**src/rtl/demux2_stream.sv**
```systemverilog
// rtl/demux2_stream.sv - registered 1-to-2 stream demultiplexer with 2-entry per-port buffers
module demux2_stream #(
  parameter int WIDTH = 16
) (
  input  logic             clk,
  input  logic             rst,
  input  logic [WIDTH-1:0] in_data,
  input  logic             in_sel,
  input  logic             in_valid,
  output logic             in_ready,
  output logic [WIDTH-1:0] out0_data,
  output logic             out0_valid,
  input  logic             out0_ready,
  output logic [WIDTH-1:0] out1_data,
  output logic             out1_valid,
  input  logic             out1_ready,
  output logic [15:0]      cnt0,
  output logic [15:0]      cnt1
);

  logic [WIDTH-1:0] mem [2][2];
  logic [1:0]       occ [2];
  logic [15:0]      cnt [2];
  logic [1:0]       rd_ptr;
  logic [1:0]       wr_ptr;
  logic [1:0]       push;
  logic [1:0]       pop;
  logic [1:0]       ready_in;

  // Readiness depends only on the selected buffer's occupancy, never on sink ready.
  assign in_ready = (in_sel ? occ[1] : occ[0]) != 2'd2;

  assign push[0] = in_valid && in_ready && !in_sel;
  assign push[1] = in_valid && in_ready && in_sel;

  assign ready_in[0] = out0_ready;
  assign ready_in[1] = out1_ready;

  assign out0_valid = occ[0] != 2'd0;
  assign out1_valid = occ[1] != 2'd0;
  assign out0_data  = mem[0][rd_ptr[0]];
  assign out1_data  = mem[1][rd_ptr[1]];

  assign pop[0] = out0_valid && ready_in[0];
  assign pop[1] = out1_valid && ready_in[1];

  assign cnt0 = cnt[0];
  assign cnt1 = cnt[1];

  // Data storage carries no reset; stale entries are masked by zero occupancy.
  always_ff @(posedge clk) begin
    for (int k = 0; k < 2; k++) begin
      if (push[k]) begin
        mem[k][wr_ptr[k]] <= in_data;
      end
    end
  end

  always_ff @(posedge clk) begin
    if (rst) begin
      rd_ptr <= 2'b00;
      wr_ptr <= 2'b00;
      for (int k = 0; k < 2; k++) begin
        occ[k] <= 2'd0;
        cnt[k] <= 16'd0;
      end
    end else begin
      for (int k = 0; k < 2; k++) begin
        if (push[k]) begin
          wr_ptr[k] <= ~wr_ptr[k];
        end
        if (pop[k]) begin
          rd_ptr[k] <= ~rd_ptr[k];
          cnt[k]    <= cnt[k] + 16'd1;
        end
        case ({push[k], pop[k]})
          2'b10:   occ[k] <= occ[k] + 2'd1;
          2'b01:   occ[k] <= occ[k] - 2'd1;
          default: occ[k] <= occ[k];
        endcase
      end
    end
  end

endmodule

```
**config.mk**
```make
export PLATFORM = sky130hd
export DESIGN_NAME = demux2_stream
export DESIGN_NICKNAME = d
export VERILOG_FILES = /design/src/rtl/demux2_stream.sv
export SDC_FILE = /design/constraint.sdc
export NUM_CORES = 1
export LEC_CHECK = 0
export CAP_MARGIN = 20
export CORE_ASPECT_RATIO = 0.9
export CORE_UTILIZATION = 46
export CTS_CLUSTER_SIZE = 8
export DETAILED_ROUTE_END_ITERATION = 10
export PLACE_DENSITY = 0.86
export SYNTH_ARGS = -nofsm -noshare
export SYNTH_HDL_FRONTEND = slang
export SYNTH_SLANG_ARGS = --single-unit
```
**constraint.sdc**
```tcl
create_clock -name clk -period 1.6 [get_ports clk]
set_input_delay 0.24 -clock clk [delete_from_list [all_inputs] [get_ports clk]]
set_output_delay 0.24 -clock clk [all_outputs]
set_load 0.05 [all_outputs]
```
==> results.yml, run 1 <==
clock_network:
  clk_pin_slew_ps: 110
  clock_sinks: 104
  cts_hold_buffers: 0
  cts_buffers: 9
  cts_tree: "done"
  cts-root-buf: "clkbuf_8"
  clock_latency_ps: 360
  cts_buffer_depth: 2
  h-tree-depth: 3
route:
  drc_errors: 0
  dr.first_iter.drc_count: 135
  num_vias: 3080
  topRoutingLayerUsed: "met4"
  routed_wirelength_mm: 11.11
  ant_nets: 0
  via_per_inst: 5.220
  met1Wirelength_mm: 4.777
  met3_length_um: 353
  dr.pass1.iters: 4
  wl_per_cell_um: 18.83
  wl_met2_mm: 5.826
floorplanning:
  initial_core_util: 0.4812
  fp.coreArea_um2: 9249
  die_h_um: 95.32
  ioPinCount: 89
  fp.dieArea_um2: 10070
  rows: 33
  die_w_um: 105.7
sta:
  max_freq_mhz: 568.4
  final.period_utilization: 1.100
  hold_viol_final: 0
  finClkSkew_ps: 11.20
  worst_pin_slew_ps: 377.6
  setup_viol: 110
  max_slew_margin: 0.7460
  rsz0062_at_grt: "yes"
  worst_slack_ps: -159.3
  maxSlewViolCount: 0
  finalCriticalPeriod_ps: 1759
placed_design:
  dp_hpwl_mm: 6.431
  routabilityCongestion: 0.7791
  io_buffers: 88
  place_ws_ps: -297.2
worst_setup_path:
  endpoint_kind: "flop"
  worst_ep_required_time_ps: 1820
  critPathBufInv: 6
  path_cells: "inv_2 > ha_4 > clkinvlp_4 > nand2_4 > buf_4 > buf_6 > a21o_4 > buf_6 > clkbuf_16 > a21oi_2"
  path_max_fanout: 7
  cpMostUsedCell: "buf_6"
  cp_top_family: "buffers and inverters"
  cp.arrival_ps: 1980
  cp-start-kind: "flop"
  criticalPathCategory: "reg -> reg"
  slowest_stage: "edfxtp_1"
  critPathMaxStageDelay_ps: 390
global_route:
  grt_pass1_vias: 3090
  grt_pass1_wl_mm: 15.56
  grt_usage: 0.2047
  antenna_found_initial: 0
  grt_start_max_net_pins: 19
  gr-total-overflow: 0
synth:
  synth_top_area_cell: "edfxtp_1"
  synth_top_area_share: 0.6747
  ys_ff_latch: 104
  yosys_warnings: 0
  syn_avg_cell_area_um2: 14.45
  syn-num-nets: 337
  yosysUniqueCellTypes: 28
  ys_seq_area_frac: 0.6927
  yosys-top-cells-area: "edfxtp_1 (67%), mux2_2 (8.1%), xnor2_1 (4.3%), nor2_1 (3.4%), ha_1 (2.0%)"
  syn_inst: 308
  syn_area_um2: 4451
pwr:
  p_per_area_nw_per_um2: 1165
  p_leak_nw: 2.643
  irDropWorstVdd_v: 0.0006397
cells_and_area:
  fin_util: 0.7676
  final_nets: 492
  area_growth_syn_to_layout_pct: 59.52
  num_antenna_cells: 0
  drive_above_1_share: 0.5171
status:
  status: "finished, violations left"
  violations: "setup timing"
flow_run:
  drv_cap: 0
hold_path:
  worst_hold_path_type: "in -> reg"
## flip-flops by register name, indices dropped and copies added, names as in the netlist
signal	cells
mem	64
cnt	32
occ	4
rd_ptr	2
wr_ptr	2
## metal layers
metal,track usage,up-vias
met1,0.2553,1551
met4,0.08565,0
met5,0,-
li1,-,1443
met2,0.3627,76
met3,0.02734,10
## placed cells by master (no fill, tap or decap), types with 7 or more instances in the layout
master           instances
buf_12                  29
buf_4                   54
buf_6                   24
buf_8                   17
clkbuf_16                7
clkbuf_8                 9
clkdlybuf4s50_1         21
edfxtp_1               100
mux2_4                  32
nand2_1                  8
nor2_1                  25
nor2_2                  10
xnor2_1                 22
xor2_1                   7
## through the flow
| step | power (mW) | cells | TNS (ps) | hold WS [ps] | instance area, um^2 |
|---|---|---|---|---|---|
| after global routing | 8.571 | 590 | -11600 | 506.4 | 7099 |
| after floorplan | 5.042 | 308 | -7757 | 338.9 | 4681 |
| after CTS | 7.977 | 579 | -2053 | 515.6 | 6743 |
| after global placement | 6.084 | 556 | -8995 | 515.1 | 6180 |
| after detailed placement | 6.147 | 556 | -15230 | 526.2 | 6180 |
| final | 8.274 | 590 | -5412 | 522.9 | 7099 |
## cell type report
cell class                      instances  area (um^2)
Clock buffer                           10        127.6
Clock inverter                          6        52.55
Fill cell                             534         2150
Inverter                               11        45.04
Multi-Input combinational cell        185         1734
Sequential cell                       104         3090
Tap cell                              122        152.6
Timing Repair Buffer                  152         1897
## report_power, final
group | internal (mW) | leakage, nW | switching (mW) | total [mW]
Combinational | 1.51 | 1.55 | 1.74 | 3.24
Sequential | 3.27 | 1.00 | 0.215 | 3.48
Clock | 0.596 | 0.0907 | 0.954 | 1.55
## timing repair
action                                  4_1_cts  5_1_grt
buffers inserted                              5        7
resized for setup                            86       46
endpoints found under the setup margin      109      141
hold endpoints to repair                      0        0
gates cloned                                  2        7
pin swaps                                     4       10
## worst reg2reg max path: stages (launching register included)
cell and delay (ps):
edfxtp_1 390, inv_2 60, ha_4 160, clkinvlp_4 80, nand2_4 60, buf_4 140
buf_6 110, a21o_4 210, buf_6 130, clkbuf_16 160, a21oi_2 110
## final timing paths
kind / from / to / slack, ps / cells past startpoint
hold reg to reg: wr_ptr[1] / wr_ptr[1] / 600 / 2
setup reg to reg: occ[1][1] / cnt[0][31] / -160 / 10
setup / recovery: occ[1][1] / cnt[0][31] / -160 / 10
hold / removal: in_data[4] / mem[0][20] / 520 / 1
## synth_stat cells
| cell type | instances |
|---|---|
| a21oi_1 | 6 |
| a31oi_1 | 1 |
| o21bai_1 | 2 |
| o21ai_0 | 5 |
| xor2_1 | 7 |
| a21o_1 | 2 |
| or3_1 | 5 |
| edfxtp_1 | 100 |
| clkbuf_1 | 8 |
| nand3_1 | 11 |
| dfxtp_1 | 4 |
| nor3_1 | 7 |
| and2_1 | 4 |
| xnor2_1 | 22 |
| or2_4 | 1 |
| nor2_1 | 40 |
| ha_1 | 7 |
| nand2_1 | 11 |
| o31ai_1 | 1 |
| mux2_2 | 32 |
| nand3b_1 | 1 |
| or2_2 | 1 |
| nor4_1 | 8 |
| nand4_1 | 5 |
| nand4_4 | 1 |
| nand2b_1 | 4 |
| inv_1 | 11 |
| or4_1 | 1 |
## cell families (layout without fill, tap and decap cells)
family | Yosys count | in the layout | synth area share
AO/OA/AOI/OAI | 17 | 17 | 0.02221
XOR/XNOR | 29 | 29 | 0.05707
adder cells (fa/ha/maj) | 7 | 7 | 0.01968
buffers and inverters | 19 | 179 | 0.01603
flip-flops | 104 | 104 | 0.6927
multiplexers | 32 | 32 | 0.08097
AND/OR/NAND/NOR | 100 | 100 | 0.1113
No activity file was read; power rests on OpenSTA's default activity.
==> inputs of run 2 (changes only) <==
- CORE_MARGIN: default -> 2
- SLEW_MARGIN: default -> 0
==> run 2 against run 1 <==
  * The flow still finishes with violations (setup timing)
  * Sequential share of layout area fell by 0.43 points
  * First-iteration DRC count rose by 51%
  * Cell area rose by 0.99%
  * Cell count rose by 1.5%
  * Count of clock-buffer cells in the layout did not move
  * Die area rose by 4.0%
  * Sequential power barely moved
  * Critical path depth fell by 3
  * Via count rose by 1.4%
  * Flip-flop and latch count did not move
  * Critical path type unchanged
  * Largest cell class unchanged
  * Highest routed layer unchanged
==> results.yml, run 2 (synthesis gave the netlist of run 1 again) <==
floorplanning:
  fp.coreArea_um2: 9529
  initial_core_util: 0.4670
  fp.dieArea_um2: 10480
  ioPinCount: 89
  die_h_um: 97.32
  die_w_um: 107.7
  rows: 34
cells_and_area:
  drive_above_1_share: 0.5095
  area_growth_syn_to_layout_pct: 61.09
  fillCellCount: 567
  final_cell_mix: "edfxtp_1 (100), buf_4 (61), nor2_1 (33)"
  final_nets: 497
  ff_latch_area_um2: 3090
  num_antenna_cells: 0
  fin_util: 0.7524
  final_common_cell: "edfxtp_1"
  multiInputGateArea_um2: 1750
  largest_reg_flops: 64
global_route:
  grt_pass1_vias: 3140
  grt_usage: 0.1954
  antenna_found_initial: 0
  grt_pass1_wl_mm: 15.87
  grt_start_max_net_pins: 31
  gr-total-overflow: 0
status:
  violations: "setup timing"
  status: "finished, violations left"
worst_setup_path:
  criticalPathCategory: "reg -> reg"
  path_max_fanout: 3
  cp-start-kind: "flop"
  slowest_stage: "edfxtp_1"
  endpoint_kind: "flop"
  cp_top_family: "simple AND/OR/NAND/NOR gates"
  ff2ff_setup_slack_ps: -150
  cp.arrival_ps: 1880
  path_cells: "or2_4 > nand2_4 > inv_4 > ha_4 > nor2_1 > a21o_1 > o21ai_1"
  critPathMaxStageDelay_ps: 480
  critPathBufInv: 1
  worst_ep_required_time_ps: 1730
route:
  routed_wirelength_mm: 11.35
  met3_length_um: 365
  drc_errors: 0
  wl_met2_mm: 5.986
  num_vias: 3123
  wl_per_cell_um: 18.95
  via_per_inst: 5.214
  dr.first_iter.drc_count: 204
  dr.pass1.iters: 4
  ant_nets: 0
  met1Wirelength_mm: 4.835
  topRoutingLayerUsed: "met4"
pwr:
  p_seq_frac: 0.414
  power_mw: 8.396
  irDropWorstVdd_v: 0.0005445
  p_per_area_nw_per_um2: 1171
  switching_share: 0.3529
  p_leak_nw: 2.685
  combPwrFrac: 0.395
  switchingPower_mw: 2.963
  intPower_mw: 5.434
  clock_power_share: 0.191
clock_network:
  cts_hold_buffers: 0
  cts-root-buf: "clkbuf_8"
  clock_latency_ps: 370
  clock_sinks: 104
  clk_pin_slew_ps: 120
  cts_buffers: 9
  cts_tree: "done"
  cts_buffer_depth: 2
  h-tree-depth: 3
sta:
  worst_slack_ps: -151.0
  maxSlewViolCount: 0
  hold_viol_final: 0
  finClkSkew_ps: 19.91
  final.period_utilization: 1.094
  max_slew_margin: 0.7743
  setup_viol: 94
  max_freq_mhz: 571.1
  finalSetupTns_ps: -4260
  worst_pin_slew_ps: 335.4
  finalCriticalPeriod_ps: 1751
  rsz0062_at_grt: "yes"
placed_design:
  io_buffers: 88
  routabilityCongestion: 0.8035
  place_ws_ps: -291.0
  dp_hpwl_mm: 6.528
hold_path:
  worst_hold_path_type: "in -> reg"
flow_run:
  drv_cap: 0
-- run 2: changes by cell type in the layout (fill, tap and decap cells not counted), moves of 2 or more --
cell	previous run	this run
buf_12	29	27
buf_4	54	61
buf_6	24	21
buf_8	17	19
ha_1	2	0
ha_4	4	6
inv_2	6	4
nor2_1	25	33
nor2_2	10	3
-- run 2: metal layers --
metal | vias up | global-route usage
met3 | 11 | 0.02616
met5 | - | 0
met1 | 1575 | 0.2448
met2 | 80 | 0.3503
li1 | 1457 | -
met4 | 0 | 0.05819
-- run 2: layout make-up --
class,instances,share of cell area
inverters,11,0.006632
repair buffers,157,0.2696
flip-flops and latches,104,0.4311
well taps,126,0.02199
clock inverters,6,0.008726
multi-input cells,185,0.2442
clock buffers,10,0.01780
-- run 2: worst register-to-register path, cell delays in order, from the launching register on --
cell	delay [ps]
edfxtp_1	480
or2_4	310
nand2_4	100
inv_4	50
ha_4	240
nor2_1	100
a21o_1	160
o21ai_1	70
-- run 2: power groups by stage --
stage,clock [mW],combinational [mW],sequential (mW)
2_1_floorplan,0,1.17,3.88
3_3_place_gp,0,2.62,3.48
3_5_place_dp,0,2.66,3.50
4_1_cts,1.60,3.00,3.45
5_1_grt,1.70,3.45,3.50
6_report,1.60,3.32,3.48
-- run 2: path summary, 6_finish.rpt --
check,startpoint,end,cells after the start
max,occ[0][1],occ[1][1],7
min,in_data[11],mem[0][11],1
max reg2reg,occ[0][1],occ[1][1],7
min reg2reg,wr_ptr[1],wr_ptr[1],2
-- run 2: through the flow --
stage / hold WS, ps / cells / cell area [um^2]
after global routing: 511.0 / 599 / 7169
after detailed placement: 529.4 / 563 / 6182
after floorplan: 338.9 / 308 / 4681
final: 506.2 / 599 / 7169
after global placement: 513.9 / 563 / 6182
after CTS: 496.3 / 587 / 6773
-- run 2: timing repair --
| action | 4_1_cts | 5_1_grt |
|---|---|---|
| gates resized for setup | 84 | 46 |
| pin swaps | 8 | 8 |
| setup buffers | 7 | 5 |
| endpoints found under the setup margin | 103 | 140 |
| cloned | 1 | 8 |
==> inputs of run 3 (changes only) <==
- clock period: 1.6 -> 1.49 ns (I/O delays scaled with it)
==> run 3 against run 2 <==
  * The flow still finishes with violations (setup timing)
  * Total power rose by 12%
  * Sequential power increased by 6.9%
  * Register-to-register slack lost 160 ps
  * Cell area increased by 5.4%
  * Cell count grew 3.3%
  * Maximum frequency is 2.7% lower
  * Critical path depth stayed put
  * Flip-flop and latch count is the same
  * Critical path type unchanged
==> results.yml, run 3 (synthesis gave the netlist of run 1 again) <==
hold_path:
  worst_hold_path_type: "in -> reg"
  worstHoldPathCells: 1
sta:
  worst_pin_slew_ps: 431.2
  finClkSkew_ps: 16.37
  max_slew_margin: 0.7116
  setup_viol: 154
  maxSlewViolCount: 0
  hold-worst-slack_ps: 498.8
  max_freq_mhz: 555.6
  finalCriticalPeriod_ps: 1800
  final.period_utilization: 1.208
  worst_slack_ps: -309.8
  rsz0062_at_grt: "yes"
  hold_viol_final: 0
  finalSetupTns_ps: -21650
cells_and_area:
  fin_util: 0.7931
  ff_latch_area_um2: 3088
  area_growth_syn_to_layout_pct: 69.81
  final_nets: 517
  fillCellCount: 521
  final_common_cell: "edfxtp_1"
  stdcell_count: 619
  num_antenna_cells: 0
  multiInputGateArea_um2: 1784
  largest_reg_flops: 64
  final_cell_mix: "edfxtp_1 (100), buf_4 (61), buf_12 (40)"
  drive_above_1_share: 0.5416
worst_setup_path:
  slowest_stage: "edfxtp_1"
  cp_top_family: "simple AND/OR/NAND/NOR gates"
  crit_end: "occ[0][0]"
  path_max_fanout: 3
  path_depth: 7
  crit_start: "occ[0][1]"
  ff2ff_setup_slack_ps: -310
  criticalPathCategory: "reg -> reg"
  worstReg2RegStart: "occ[0][1]"
  crit-reg2reg-capture: "occ[0][0]"
  critPathMaxStageDelay_ps: 470
  path_cells: "nand2b_4 > nand3b_1 > buf_4 > ha_4 > nor2_4 > a21o_1 > nor2_2"
  rr_worst_depth: 7
  cp-start-kind: "flop"
  endpoint_kind: "flop"
  cp.arrival_ps: 1930
  critPathBufInv: 1
  worst_ep_required_time_ps: 1620
clock_network:
  cts_tree: "done"
  cts_hold_buffers: 0
  h-tree-depth: 3
  cts_buffers: 9
  cts_buffer_depth: 2
  cts-root-buf: "clkbuf_8"
  clk_pin_slew_ps: 120
  clock_latency_ps: 380
  clock_sinks: 104
global_route:
  gr-total-overflow: 0
  grt_pass1_wl_mm: 18.51
  grt_usage: 0.2341
  antenna_found_initial: 0
  grt_pass1_vias: 3430
  grt_start_max_net_pins: 21
pwr:
  power_mw: 9.444
  irDropWorstVdd_v: 0.0006015
  switchingPower_mw: 3.347
  combPwrFrac: 0.419
  p_seq_frac: 0.394
  p_per_area_nw_per_um2: 1250
  clock_power_share: 0.187
  p_leak_nw: 2.864
  switching_share: 0.3545
  intPower_mw: 6.096
placed_design:
  routabilityCongestion: 0.8061
  placed_cells: 579
  io_buffers: 88
  dp_hpwl_mm: 6.714
route:
  ant_nets: 0
  routed_wirelength_mm: 12.84
  via_per_inst: 5.328
  dr.pass1.iters: 5
  drc_errors: 0
  wl_per_cell_um: 20.74
  dr.first_iter.drc_count: 159
  num_vias: 3298
floorplanning:
  initial_core_util: 0.4670
  ioPinCount: 89
  fp.dieArea_um2: 10480
  die_h_um: 97.32
  rows: 34
  die_w_um: 107.7
  fp.coreArea_um2: 9529
flow_run:
  drv_cap: 0
status:
  violations: "setup timing"
  status: "finished, violations left"
[run 3: cell count changes in the layout (fill, tap and decap cells not counted), moves of 4 or more]
cell,change
nor2_1,-6
buf_6,-10
buf_12,+13
clkbuf_16,-6
nor2_2,+4
buf_8,+18
[run 3: area by class of cell]
class                      instances  area share
tap                              126     0.02086
clock inverter                     7    0.008940
inverter                          11    0.006291
sequential                       104      0.4086
clock buffer                       9     0.01639
timing repair buffer             175      0.3028
multi-input combinational        187      0.2361
[run 3: per-layer routing]
layer / vias to the layer above / share of wire / GRT usage
met4: 0 / 0.022 / 0.05621
met3: 26 / 0.039 / 0.04628
met1: 1674 / 0.39 / 0.2879
met5: - / 0 / 0
li1: 1496 / - / -
met2: 102 / 0.55 / 0.4214
[run 3: power groups by stage]
stage / sequential (mW) / clock, mW / combinational, mW
after floorplan: 4.16 / 0 / 1.27
after global placement: 3.72 / 0 / 3.05
after detailed placement: 3.73 / 0 / 3.10
after CTS: 3.69 / 1.74 / 3.78
after global routing: 3.75 / 1.87 / 4.09
final: 3.72 / 1.77 / 3.96
[run 3: worst reg2reg max path, stage by stage, from the launching register on]
cell	delay (ps)
edfxtp_1	470
nand2b_4	120
nand3b_1	170
buf_4	200
ha_4	230
nor2_4	110
a21o_1	190
nor2_2	70
[run 3: per-stage QoR]
step           worst slack [ps]  instance area [um^2]
3_3_place_gp             -346.8                  6476
4_1_cts                  -197.5                  7472
3_5_place_dp             -398.2                  6476
5_1_grt                  -359.0                  7557
2_1_floorplan            -422.3                  4700
6_report                 -309.8                  7557
[run 3: worst min-delay path by stage]
stage,slack [ps],from,to
2_1_floorplan,320,in_data[0],mem[0][0]
3_3_place_gp,520,wr_ptr[1],wr_ptr[1]
3_5_place_dp,540,wr_ptr[1],wr_ptr[1]
4_1_cts,480,in_data[10],mem[0][10]
5_1_grt,500,in_data[1],mem[0][49]
6_report,500,in_data[15],mem[0][15]
[run 3: timing repair]
item                                    4_1_cts  5_1_grt
resized for setup                           137       25
pin swaps                                     9        7
buffers inserted                             17        3
endpoints found under the setup margin      140      170
gates cloned                                  6        2
